### config.mk
export PLATFORM = sky130hd
export DESIGN_NAME = apb_master_ctrl_flat
export DESIGN_NICKNAME = d
export VERILOG_FILES = /design/src/rtl/apb_master_ctrl_pkg.sv /design/src/rtl/apb_master_ctrl_if.sv /design/src/rtl/apb_master_ctrl_wait_timer.sv /design/src/rtl/apb_master_ctrl.sv /design/src/flat_wrapper.sv
export SDC_FILE = /design/constraint.sdc
export NUM_CORES = 1
export LEC_CHECK = 0
export CAP_MARGIN = 20
export CORE_UTILIZATION = 40
export DETAILED_ROUTE_END_ITERATION = 12
export PLACE_DENSITY = 0.8
export SYNTH_ARGS = -nofsm -noshare
export SYNTH_HDL_FRONTEND = slang
export SYNTH_SLANG_ARGS = --single-unit
### constraint.sdc
create_clock -name clk -period 2.6 [get_ports clk]
set_clock_uncertainty 0.05 [all_clocks]
set_input_delay 0.39 -clock clk [delete_from_list [all_inputs] [get_ports clk]]
set_output_delay 0.39 -clock clk [all_outputs]
set_load 0.005 [all_outputs]
### src/rtl/apb_master_ctrl_pkg.sv
`default_nettype none
// ============================================================================
// Module      : apb_master_pkg
// Description : Shared types and constants for the APB command-stream master.
// Revision    : 1.0
// ============================================================================
package apb_master_pkg;

    typedef enum logic [1:0] {
        IDLE   = 2'd0,
        SETUP  = 2'd1,
        ACCESS = 2'd2,
        RESP   = 2'd3
    } apb_state_t;

    localparam int c_ADDR_W_DEFAULT  = 32;
    localparam int c_DATA_W_DEFAULT  = 32;
    localparam int c_TIMEOUT_DEFAULT = 16;

    // Register offsets of the ALU control slaves
    localparam logic [31:0] c_REG_TEST      = 32'h0000_0000;
    localparam logic [31:0] c_REG_LOGIC_SEL = 32'h0000_0004;
    localparam logic [31:0] c_REG_FINISH    = 32'h0000_0008;

endpackage
`default_nettype wire

### src/rtl/apb_master_ctrl_if.sv
`default_nettype none
// ============================================================================
// Module      : apb_master_ctrl_if
// Description : Command, response and APB bus signals of the APB master.
// Revision    : 1.0
// ============================================================================
interface apb_master_ctrl_if
    import apb_master_pkg::*;
#(
    parameter int ADDR_W = c_ADDR_W_DEFAULT,
    parameter int DATA_W = c_DATA_W_DEFAULT
);
    logic              cmd_valid;
    logic              cmd_ready;
    logic              cmd_write;
    logic [ADDR_W-1:0] cmd_addr;
    logic [DATA_W-1:0] cmd_wdata;
    logic              rsp_valid;
    logic              rsp_ready;
    logic [DATA_W-1:0] rsp_rdata;
    logic              rsp_err;
    logic              psel;
    logic              penable;
    logic              pwrite;
    logic [ADDR_W-1:0] paddr;
    logic [DATA_W-1:0] pwdata;
    logic [DATA_W-1:0] prdata;
    logic              pready;

    modport master (
        input  cmd_valid, cmd_write, cmd_addr, cmd_wdata, rsp_ready, prdata, pready,
        output cmd_ready, rsp_valid, rsp_rdata, rsp_err, psel, penable, pwrite, paddr, pwdata
    );

    modport slave (
        output cmd_valid, cmd_write, cmd_addr, cmd_wdata, rsp_ready, prdata, pready,
        input  cmd_ready, rsp_valid, rsp_rdata, rsp_err, psel, penable, pwrite, paddr, pwdata
    );
endinterface
`default_nettype wire

### src/rtl/apb_master_ctrl_wait_timer.sv
`default_nettype none
// ============================================================================
// Module      : apb_wait_timer
// Description : Saturating ACCESS wait counter with timeout-expired flag.
// Revision    : 1.0
// ============================================================================
module apb_wait_timer #(
    parameter int TIMEOUT = 16,
    parameter int TO_W    = 5
) (
    input  wire logic            clk,
    input  wire logic            rst,
    input  wire logic            clear,
    input  wire logic            en,
    output logic [TO_W-1:0]      count,
    output logic                 expired
);
    logic [TO_W-1:0] r_count;

    always_ff @(posedge clk) begin
        if (rst || clear) begin
            r_count <= '0;
        end else if (en && (r_count != {TO_W{1'b1}})) begin
            r_count <= r_count + 1'b1;
        end
    end

    assign count = r_count;

    generate
        if (TIMEOUT == 0) begin : g_no_timeout
            assign expired = 1'b0;
        end else begin : g_timeout
            // Flags the last permitted wait cycle so the abort lands on cycle TIMEOUT
            localparam logic [TO_W-1:0] c_LIMIT = TO_W'(TIMEOUT - 1);
            assign expired = (r_count == c_LIMIT);
        end
    endgenerate
endmodule
`default_nettype wire

### src/rtl/apb_master_ctrl.sv
`default_nettype none
// ============================================================================
// Module      : apb_master_ctrl
// Description : Valid/ready command stream to APB3 initiator, one outstanding.
// Revision    : 1.0
// ============================================================================
module apb_master_ctrl
    import apb_master_pkg::*;
#(
    parameter int ADDR_W  = c_ADDR_W_DEFAULT,
    parameter int DATA_W  = c_DATA_W_DEFAULT,
    parameter int TIMEOUT = c_TIMEOUT_DEFAULT,
    parameter int TO_W    = 5
) (
    input  wire logic         clk,
    input  wire logic         rst,
    apb_master_ctrl_if.master bus
);
    apb_state_t        r_state,       w_state_nxt;
    logic              r_psel,        w_psel_nxt;
    logic              r_penable,     w_penable_nxt;
    logic              r_pwrite,      w_pwrite_nxt;
    logic [ADDR_W-1:0] r_paddr,       w_paddr_nxt;
    logic [DATA_W-1:0] r_pwdata,      w_pwdata_nxt;
    logic              r_rsp_valid,   w_rsp_valid_nxt;
    logic [DATA_W-1:0] r_rsp_rdata,   w_rsp_rdata_nxt;
    logic              r_rsp_err,     w_rsp_err_nxt;
    logic              w_tmr_clr;
    logic              w_tmr_en;
    logic              w_tmr_expired;

    apb_wait_timer #(
        .TIMEOUT (TIMEOUT),
        .TO_W    (TO_W)
    ) u_wait_timer (
        .clk     (clk),
        .rst     (rst),
        .clear   (w_tmr_clr),
        .en      (w_tmr_en),
        .count   (),
        .expired (w_tmr_expired)
    );

    always_ff @(posedge clk) begin
        if (rst) begin
            r_state     <= IDLE;
            r_psel      <= 1'b0;
            r_penable   <= 1'b0;
            r_pwrite    <= 1'b0;
            r_paddr     <= '0;
            r_pwdata    <= '0;
            r_rsp_valid <= 1'b0;
            r_rsp_rdata <= '0;
            r_rsp_err   <= 1'b0;
        end else begin
            r_state     <= w_state_nxt;
            r_psel      <= w_psel_nxt;
            r_penable   <= w_penable_nxt;
            r_pwrite    <= w_pwrite_nxt;
            r_paddr     <= w_paddr_nxt;
            r_pwdata    <= w_pwdata_nxt;
            r_rsp_valid <= w_rsp_valid_nxt;
            r_rsp_rdata <= w_rsp_rdata_nxt;
            r_rsp_err   <= w_rsp_err_nxt;
        end
    end

    always_comb begin
        w_state_nxt     = r_state;
        w_psel_nxt      = r_psel;
        w_penable_nxt   = r_penable;
        w_pwrite_nxt    = r_pwrite;
        w_paddr_nxt     = r_paddr;
        w_pwdata_nxt    = r_pwdata;
        w_rsp_valid_nxt = r_rsp_valid;
        w_rsp_rdata_nxt = r_rsp_rdata;
        w_rsp_err_nxt   = r_rsp_err;
        w_tmr_clr       = 1'b0;
        w_tmr_en        = 1'b0;
        case (r_state)
            IDLE: begin
                if (bus.cmd_valid) begin
                    w_pwrite_nxt  = bus.cmd_write;
                    w_paddr_nxt   = bus.cmd_addr;
                    w_pwdata_nxt  = bus.cmd_wdata;
                    w_psel_nxt    = 1'b1;
                    w_penable_nxt = 1'b0;
                    w_state_nxt   = SETUP;
                end
            end
            SETUP: begin
                w_penable_nxt = 1'b1;
                w_tmr_clr     = 1'b1;
                w_state_nxt   = ACCESS;
            end
            ACCESS: begin
                // A ready slave takes priority over a timeout on the same cycle
                if (bus.pready) begin
                    w_psel_nxt      = 1'b0;
                    w_penable_nxt   = 1'b0;
                    w_rsp_rdata_nxt = r_pwrite ? '0 : bus.prdata;
                    w_rsp_err_nxt   = 1'b0;
                    w_rsp_valid_nxt = 1'b1;
                    w_state_nxt     = RESP;
                end else if (w_tmr_expired) begin
                    w_psel_nxt      = 1'b0;
                    w_penable_nxt   = 1'b0;
                    w_rsp_rdata_nxt = '0;
                    w_rsp_err_nxt   = 1'b1;
                    w_rsp_valid_nxt = 1'b1;
                    w_state_nxt     = RESP;
                end else begin
                    w_tmr_en = 1'b1;
                end
            end
            RESP: begin
                if (bus.rsp_ready) begin
                    w_rsp_valid_nxt = 1'b0;
                    w_state_nxt     = IDLE;
                end
            end
            default: begin
                w_state_nxt = IDLE;
            end
        endcase
    end

    assign bus.cmd_ready = (r_state == IDLE);
    assign bus.psel      = r_psel;
    assign bus.penable   = r_penable;
    assign bus.pwrite    = r_pwrite;
    assign bus.paddr     = r_paddr;
    assign bus.pwdata    = r_pwdata;
    assign bus.rsp_valid = r_rsp_valid;
    assign bus.rsp_rdata = r_rsp_rdata;
    assign bus.rsp_err   = r_rsp_err;
endmodule
`default_nettype wire

### src/flat_wrapper.sv
// flat-port wrapper written by rule: the top's interface ports become plain ports
module apb_master_ctrl_flat import apb_master_pkg::*;
#(
    parameter int ADDR_W  = c_ADDR_W_DEFAULT,
    parameter int DATA_W  = c_DATA_W_DEFAULT,
    parameter int TIMEOUT = c_TIMEOUT_DEFAULT,
    parameter int TO_W    = 5
)
  (clk, rst, bus_cmd_valid, bus_cmd_write, bus_cmd_addr, bus_cmd_wdata, bus_rsp_ready, bus_prdata, bus_pready, bus_cmd_ready, bus_rsp_valid, bus_rsp_rdata, bus_rsp_err, bus_psel, bus_penable, bus_pwrite, bus_paddr, bus_pwdata);
  apb_master_ctrl_if #(.ADDR_W(ADDR_W), .DATA_W(DATA_W)) bus_i ();
  input  wire logic clk;
  input  wire logic rst;
  input wire logic [$bits(bus_i.cmd_valid)-1:0] bus_cmd_valid;
  input wire logic [$bits(bus_i.cmd_write)-1:0] bus_cmd_write;
  input wire logic [$bits(bus_i.cmd_addr)-1:0] bus_cmd_addr;
  input wire logic [$bits(bus_i.cmd_wdata)-1:0] bus_cmd_wdata;
  input wire logic [$bits(bus_i.rsp_ready)-1:0] bus_rsp_ready;
  input wire logic [$bits(bus_i.prdata)-1:0] bus_prdata;
  input wire logic [$bits(bus_i.pready)-1:0] bus_pready;
  output wire logic [$bits(bus_i.cmd_ready)-1:0] bus_cmd_ready;
  output wire logic [$bits(bus_i.rsp_valid)-1:0] bus_rsp_valid;
  output wire logic [$bits(bus_i.rsp_rdata)-1:0] bus_rsp_rdata;
  output wire logic [$bits(bus_i.rsp_err)-1:0] bus_rsp_err;
  output wire logic [$bits(bus_i.psel)-1:0] bus_psel;
  output wire logic [$bits(bus_i.penable)-1:0] bus_penable;
  output wire logic [$bits(bus_i.pwrite)-1:0] bus_pwrite;
  output wire logic [$bits(bus_i.paddr)-1:0] bus_paddr;
  output wire logic [$bits(bus_i.pwdata)-1:0] bus_pwdata;
  assign bus_i.cmd_valid = bus_cmd_valid;
  assign bus_i.cmd_write = bus_cmd_write;
  assign bus_i.cmd_addr = bus_cmd_addr;
  assign bus_i.cmd_wdata = bus_cmd_wdata;
  assign bus_i.rsp_ready = bus_rsp_ready;
  assign bus_i.prdata = bus_prdata;
  assign bus_i.pready = bus_pready;
  assign bus_cmd_ready = bus_i.cmd_ready;
  assign bus_rsp_valid = bus_i.rsp_valid;
  assign bus_rsp_rdata = bus_i.rsp_rdata;
  assign bus_rsp_err = bus_i.rsp_err;
  assign bus_psel = bus_i.psel;
  assign bus_penable = bus_i.penable;
  assign bus_pwrite = bus_i.pwrite;
  assign bus_paddr = bus_i.paddr;
  assign bus_pwdata = bus_i.pwdata;
  apb_master_ctrl #(.ADDR_W(ADDR_W), .DATA_W(DATA_W), .TIMEOUT(TIMEOUT), .TO_W(TO_W)) u_core (.clk(clk), .rst(rst), .bus(bus_i));
endmodule
* Word-level counts from Yosys, hierarchy flattened
Index checks and enable logic that the tools add are counted.
Widths: inputs -> output; s select.
** Operators by class
- Add/subtract/negate cells :: 1
- Equal/unequal tests :: 8
- Muxes and demuxes :: 23
- Reductions and logical operators :: 13
** Operator list (number)
- $mux 32 :: 3
- $mux 1 :: 12
- $reduce_and 3->1 :: 4
- $mux 2 :: 4
- $pmux 2 s4 :: 1
- $reduce_bool 2->1 :: 3
- $add 5x1->5 const B :: 1
- $eq 5x4->1 const B :: 1
- $ne 5x5->1 const B :: 1
- $eq 2x2->1 const B :: 2
- $ne 2x2->1 const B :: 2
- $pmux 1 s2 :: 2
- $reduce_and 2->1 :: 2
- $ne 3x3->1 const B :: 1
- $pmux 1 s3 :: 1
- $reduce_bool 3->1 :: 1
- $eq 2x1->1 const B :: 1
- $logic_not 2->1 :: 1
- $logic_and 1x1->1 :: 1
- $logic_or 1x1->1 :: 1
** Word-level totals
- Flip-flop bits (word level) :: 108
- Input bits :: 102
- Output and inout port bits :: 102

* Longest topological paths before layout
Gate-level depths: netlist of run 1.
- Depth after elaboration :: 5
- Gate-level depth with buffers :: 7
- Gate-level depth less buffers :: 6

* Cells and area by module
Synthesis of run 1 repeated with hierarchy kept, for this count alone.
** Second synthesis, totals
- Cells, all modules :: 492
- Area, all modules :: 3975.1 µm²
** By module, submodules not included
- apb_master_ctrl :: times used 1, cells an instance 465, area each 3721.1 µm², sequential area each 2062.0 µm²
- apb_wait_timer :: times used 1, cells an instance 27, area each 254.0 µm², sequential area each 100.1 µm²

* Worst setup path before layout of run 1
Ideal clock, no wire load.
- Path kind :: flip-flop to flip-flop
- Start point :: register u_core.u_wait_timer.r_count[0] (netlist: u_core.u_wait_timer.count[0])
- End point :: register u_core.u_wait_timer.r_count[3] (netlist: u_core.u_wait_timer.count[3])
- Library setup time :: 0.070 ns
- Arrival time :: 1.966 ns
- Slack :: 0.514 ns
- Stages on the path, launching flop included :: 7
- Clock period less this slack :: 2.086 ns
- Cell sequence :: dfxtp_1 > ha_1 > and3_1 > ha_1 > or4b_4 > or3_1 > a21boi_1
** Between the ends
- Word-level cells in the longest chain between the ends :: 5
** RTL lines
- start, declared :: line apb_master_ctrl_wait_timer.sv:18 : logic [TO_W-1:0] r_count;
- start signal, assigned :: line apb_master_ctrl_wait_timer.sv:24 : r_count <= r_count + 1'b1;
- $eq 5x4->1 :: line apb_master_ctrl_wait_timer.sv:36 : assign expired = (r_count == c_LIMIT);
- $mux 1 :: line apb_master_ctrl.sv:105 : end else if (w_tmr_expired) begin
- $mux 1 :: line apb_master_ctrl.sv:98 : if (bus.pready) begin
- $mux 1 :: line apb_master_ctrl.sv:80 : case (r_state)
- $logic_and 1x1->1 :: line apb_master_ctrl_wait_timer.sv:23 : end else if (en && (r_count != {TO_W{1'b1}})) begin
Several ways; a longest one is shown, not always the timed one.
A chain may end at the register's enable or synchronous reset.

* Final worst setup path of run 1
Same ends and word-level chain as after synthesis.

==> out/metrics.csv, run 1 <==
metric;value;unit
crit path DAT;2.48;ns
minimum clock period;2.243;ns
largest net degree at the start of global routing;66;
number of instances in the placed design;796;
Post-synth EDFFs;0;
# DRC;0;
total number of vias;3917;
Synth Area in Compound Gates;0.1474;
Worst Path Required;2.84;ns
Die X;101.5;microns
Core Area;0.009415;sq mm
die area;0.01031;sq mm
fillers;777;
syn_area_per_cell;8.073;sq um
Worst-Skew Late Latency;0.36;ns
IO Count;204;
First-pass DRT Iterations;5;
top cell type's share of synthesized area;0.5455;
fin area;0.006311;sq mm
largest family of logic cells by synthesized area;simple AND/OR/NAND/NOR gates;
adder-cell share of the synthesized area;0.02210;
Placer Congestion;0.7493;
Die Height;101.5;microns
# Post-CTS Setup Buffers;0;
outcome;finished clean;
post-synthesis cell type count;30;
number of buffers created by CTS;9;
final std cells w/o fill;812;
Final Setup Violations;0;
Area contributors post-synth;dfxtp_1, nand2_1, a21oi_1;
initial antenna violation count;0;
number of synthesized register bits;108;
post-synth top area cell;dfxtp_1;
net count reported at finish;787;
Avg WL per Cell;13.40;microns
initial core utilization;0.4210;
Antenna Nets Post-Route;0;
PostCTS Resize Cnt;0;
CTS max path bufs;2;
synthesis-to-finish area growth;59.22;%
number of I/O port buffers;203;
number of global-route vias before repair;3782;
RSZ-0062 raised after global routing;false;
crit path capture type;register;
initial drt markers;156;
TritonCTS Sinks;108;
global route overflow;0;
final worst path period share;0.8626;
sequential-to-total area share from yosys stat;0.5455;
TNS Setup;0;ns
gr usage total;0.2139;
critical path type;reg -> reg;
Placed Area;0.006105;sq mm
area taken by multi-input logic gates;0.001653;sq mm
CTS root buf;clkbuf_8;
startpoint types;register;
Worst-Margin Slew;0.6800;ns
syn nets;600;
CTS tree;done;
Post-DP HPWL;7.747;mm
Power per Cell Area;734.4;mW/mm^2
Rows;35;
H-tree levels;3;
VDD IR max;0.5458;mV
vias per cell;4.824;
Simple-Gate Fraction of Synth Area;0.2352;
clock-pin slew on the worst setup and hold paths;0.10;ns
Slew HR;0.5467;
Fmax;445.9;MHz
most common flop cell mapped by yosys;dfxtp_1;
Async SR Flop Fraction;0;
# diodes;0;
Max-Cap Viols;0;
Mapped Cells;491;
final hold viol count;0;
Post-CTS Hold Fix Bufs;0;
fin. max-slew vios;0;
post-synthesis mux area share;0.007576;
FF/Latch Area;0.002162;sq mm
first-pass GRT wire length;17.52;mm
drt total wl;10.88;mm
share of post-route cells with drive strength above 1;0.04685;
Syn Std Cell Area;0.003964;sq mm
critical path peak fanout;6;
Final Hold Slack;0.4024;ns
Leak Pwr;0.002263;uW
worst min-delay path class;reg -> reg;
Yosys Warn Count;0;
XOR/XNOR Fraction of Synth Area;0.002210;
cells by family after synthesis:
kind of cell / Yosys count
mux: 3
simple gates: 219
xor+xnor: 1
buf+inv: 41
compound gates: 112
fa+ha+maj: 7
flops: 108
layout make-up:
cell class,count,share of cell area
Tap cell,129,0.02557
Sequential cell,108,0.3426
Multi-Input combinational cell,342,0.2619
Inverter,5,0.002974
Clock inverter,6,0.01090
Clock buffer,10,0.02181
Timing Repair Buffer,212,0.3343
cells in the final DEF, fill, tap and decap left out, drive strengths merged, types with 4 or more instances in the layout:
cell,count
a21oi,100
inv,7
clkbuf,10
nand3,33
o21ai,4
clkdlybuf4s50,202
nand2,167
ha,7
buf,10
dfxtp,108
per-stage QoR:
step	worst slack (ns)	utilization	power [uW]
floorplan	0.5140	-	2797
global placement	0.4393	0.6484	3577
detailed placement	0.3668	0.6484	3632
CTS	0.3528	0.6703	4689
global route	0.2532	0.6703	4933
finish	0.3572	0.6703	4635
power breakdown:
part           total [uW]  switching [uW]  internal (uW)
registers            2020             124           1890
logic                1560             754            808
clock network        1060             576            479
synth_stat cells, types with 3 or more instances:
cell        n
nand2_1   167
inv_1       5
nand3_1    33
buf_1       7
dfxtp_1   108
buf_2       4
ha_1        7
nor2b_1     3
o21ai_0     3
clkbuf_1   25
o21a_1      3
a21oi_1   100
mux2i_1     3
nor3_1      3
final timing paths:
check	start	endpoint	slack (ns)	cells after the start
setup / recovery	u_core.u_wait_timer.count[0]	u_core.u_wait_timer.count[3]	0.36	6
hold / removal	u_core.bus.rsp_rdata[9]	u_core.bus.rsp_rdata[9]	0.40	2
setup reg to reg	u_core.u_wait_timer.count[0]	u_core.u_wait_timer.count[3]	0.36	6
hold reg to reg	u_core.bus.rsp_rdata[9]	u_core.bus.rsp_rdata[9]	0.40	2
layer usage:
metal / global-route usage / vias to the layer above / share of wire
met2: 0.3851 / 132 / 0.51
met1: 0.2435 / 1780 / 0.41
met3: 0.06142 / 15 / 0.074
met5: 0 / - / 0
met4: 0.06577 / 0 / 0.016
li1: - / 1990 / -
worst max-delay path, cell delays in order (launching register included):
cell	delay, ns
dfxtp_1	0.34
ha_1	0.23
and3_1	0.21
ha_1	0.29
or4b_4	0.56
or3_1	0.35
a21boi_1	0.15
sequential cells by signal (all words and copies together) (netlist names), 2 cells and up:
signal                     count
u_core.bus.paddr              32
u_core.bus.pwdata             32
u_core.r_state                 2
u_core.u_wait_timer.count      5
u_core.bus.rsp_rdata          32
(Power assumes the default switching activity.)
==> inputs of run 2 (changes only) <==
--- a/config.mk
+++ b/config.mk
@@ -6,9 +6,11 @@
 export NUM_CORES = 1
 export LEC_CHECK = 0
 export CAP_MARGIN = 20
-export CORE_UTILIZATION = 40
+export CELL_PAD_IN_SITES_DETAIL_PLACEMENT = 0
+export CELL_PAD_IN_SITES_GLOBAL_PLACEMENT = 1
+export CORE_UTILIZATION = 27
 export DETAILED_ROUTE_END_ITERATION = 12
-export PLACE_DENSITY = 0.8
+export PLACE_DENSITY = 0.78
 export SYNTH_ARGS = -nofsm -noshare
 export SYNTH_HDL_FRONTEND = slang
 export SYNTH_SLANG_ARGS = --single-unit
==> out/metrics.csv, run 2 (synthesis results as in run 1) <==
metric;value;unit;change
worst min-delay path class;reg -> reg;;unchanged
Worst-Skew Late Latency;0.34;ns;was 0.36 ns
clock-pin slew on the worst setup and hold paths;0.07;ns;was 0.10 ns
Placer Congestion;0.7087;;was 0.7493
R2R depth;6;;unchanged
Leak Pwr;0.002310;uW;was 0.002263 uW
synthesis-to-finish area growth;63.26;%;was 59.22%
Placed Area;0.006176;sq mm;was 0.006105 sq mm
total number of vias;3947;;was 3917
First-pass DRT Iterations;4;;was 5
minimum clock period;2.196;ns;was 2.243 ns
Post-CTS Hold Fix Bufs;0;;unchanged
fin area;0.006471;sq mm;was 0.006311 sq mm
Post-DP HPWL;8.322;mm;was 7.747 mm
IO Count;204;;unchanged
TNS Setup;0;ns;unchanged
hold endpoint;u_core.bus.rsp_rdata[1];;was u_core.bus.rsp_rdata[9]
global route overflow;0;;unchanged
largest net degree at the start of global routing;52;;was 66
outcome;finished clean;;unchanged
Antenna Nets Post-Route;0;;unchanged
number of I/O port buffers;203;;unchanged
Avg WL per Cell;13.51;microns;was 13.40 microns
drt total wl;11.68;mm;was 10.88 mm
Max-Cap Viols;0;;unchanged
Fmax;455.5;MHz;was 445.9 MHz
net count reported at finish;788;;was 787
# diodes;0;;unchanged
R2R Path Start;u_core.u_wait_timer.count[0];;unchanged
final hold viol count;0;;unchanged
crit path DAT;2.42;ns;was 2.48 ns
fillers;1366;;was 777
fin. max-slew vios;0;;unchanged
initial antenna violation count;0;;unchanged
first-pass GRT wire length;17.99;mm;was 17.52 mm
# DRC;0;;unchanged
R2R Path End;u_core.u_wait_timer.count[3];;unchanged
final std cells w/o fill;864;;was 812
Core Area;0.01410;sq mm;was 0.009415 sq mm
leading cell type in the layout, fill and taps excluded;clkdlybuf4s50_1;;unchanged
worst hold start;u_core.bus.rsp_rdata[1];;was u_core.bus.rsp_rdata[9]
Die X;123.2;microns;was 101.5 microns
Power per Cell Area;766.3;mW/mm^2;was 734.4 mW/mm^2
critical path peak fanout;6;;unchanged
Worst Path Required;2.82;ns;was 2.84 ns
CTS root buf;clkbuf_16;;was clkbuf_8
CTS max path bufs;2;;unchanged
Die Height;123.2;microns;was 101.5 microns
gr usage total;0.1519;;was 0.2139
total power draw;4959;uW;was 4635 uW
startpoint types;register;;unchanged
final worst path period share;0.8445;;was 0.8626
Final Setup Violations;0;;unchanged
RSZ-0062 raised after global routing;false;;unchanged
Rows;43;;was 35
leading cell types in the layout, fill and taps excluded;clkdlybuf4s50_1, nand2_1, dfxtp_1;;unchanged
number of buffers created by CTS;9;;unchanged
number of instances in the placed design;848;;was 796
critical path type;reg -> reg;;unchanged
reg2reg setup slack;0.40;ns;was 0.36 ns
# Post-CTS Setup Buffers;0;;unchanged
vias per cell;4.568;;was 4.824
Core Util, Final;0.4591;;was 0.6703
Worst-Margin Slew;0.5344;ns;was 0.6800 ns
VDD IR max;0.3201;mV;was 0.5458 mV
PostCTS Resize Cnt;0;;unchanged
die area;0.01517;sq mm;was 0.01031 sq mm
Hold Path Cell Cnt;2;;unchanged
crit path capture type;register;;unchanged
H-tree levels;3;;unchanged
CTS tree;done;;unchanged
share of post-route cells with drive strength above 1;0.04532;;was 0.04685
TritonCTS Sinks;108;;unchanged
number of global-route vias before repair;3736;;was 3782
initial drt markers;175;;was 156
initial core utilization;0.2812;;was 0.4210
Slew HR;0.6438;;was 0.5467
==> run 2: routing by layer <==
| metal | wire length [microns] | global-route usage | vias to the layer above |
|---|---|---|---|
| li1 | - | - | 1993 |
| met1 | 4758 | 0.1666 | 1829 |
| met2 | 5875 | 0.2682 | 113 |
| met3 | 882 | 0.05673 | 12 |
| met4 | 159 | 0.05120 | 0 |
| met5 | 0 | 0 | - |
==> run 2: area by class of cell <==
class                   instances  area [sq um]  area share
clock buffers                  12         246.5     0.03809
clock inverters                 4         48.80    0.007541
inverters                       5         18.77    0.002900
well taps                     180         225.2     0.03480
multi-input cells             342          1653      0.2554
flip-flops and latches        108          2162      0.3341
repair buffers                213          2117      0.3271
==> run 2: worst max-delay path by stage <==
stage / cells past startpoint / slack, ns / from / endpoint
6_report: 6 / 0.40 / u_core.u_wait_timer.count[0] / u_core.u_wait_timer.count[3]
5_1_grt: 6 / 0.29 / u_core.u_wait_timer.count[0] / u_core.u_wait_timer.count[3]
4_1_cts: 6 / 0.40 / u_core.u_wait_timer.count[0] / u_core.u_wait_timer.count[3]
3_5_place_dp: 6 / 0.41 / u_core.u_wait_timer.count[0] / u_core.u_wait_timer.count[3]
3_3_place_gp: 6 / 0.43 / u_core.u_wait_timer.count[0] / u_core.u_wait_timer.count[3]
2_1_floorplan: 6 / 0.51 / u_core.u_wait_timer.count[0] / u_core.u_wait_timer.count[3]
==> run 2: where the power goes <==
| group | total (uW) | internal, uW | switching (uW) |
|---|---|---|---|
| clock network | 1360 | 773 | 587 |
| registers | 2020 | 1890 | 128 |
| logic | 1580 | 811 | 766 |
==> run 2: per-stage QoR <==
| stage | hold WS (ns) | setup slack (ns) |
|---|---|---|
| finish | 0.4038 | 0.4044 |
| global route | 0.4218 | 0.2907 |
| CTS | 0.4042 | 0.3987 |
| detailed placement | 0.3941 | 0.4079 |
| global placement | 0.3883 | 0.4321 |
| floorplan | 0.3983 | 0.5140 |
==> run 2: worst max-delay path, stage by stage (launching register included) <==
cell and delay (ns):
dfxtp_1 0.33, ha_1 0.22, and3_1 0.21, ha_1 0.27
or4b_4 0.55, or3_1 0.35, a21boi_1 0.13
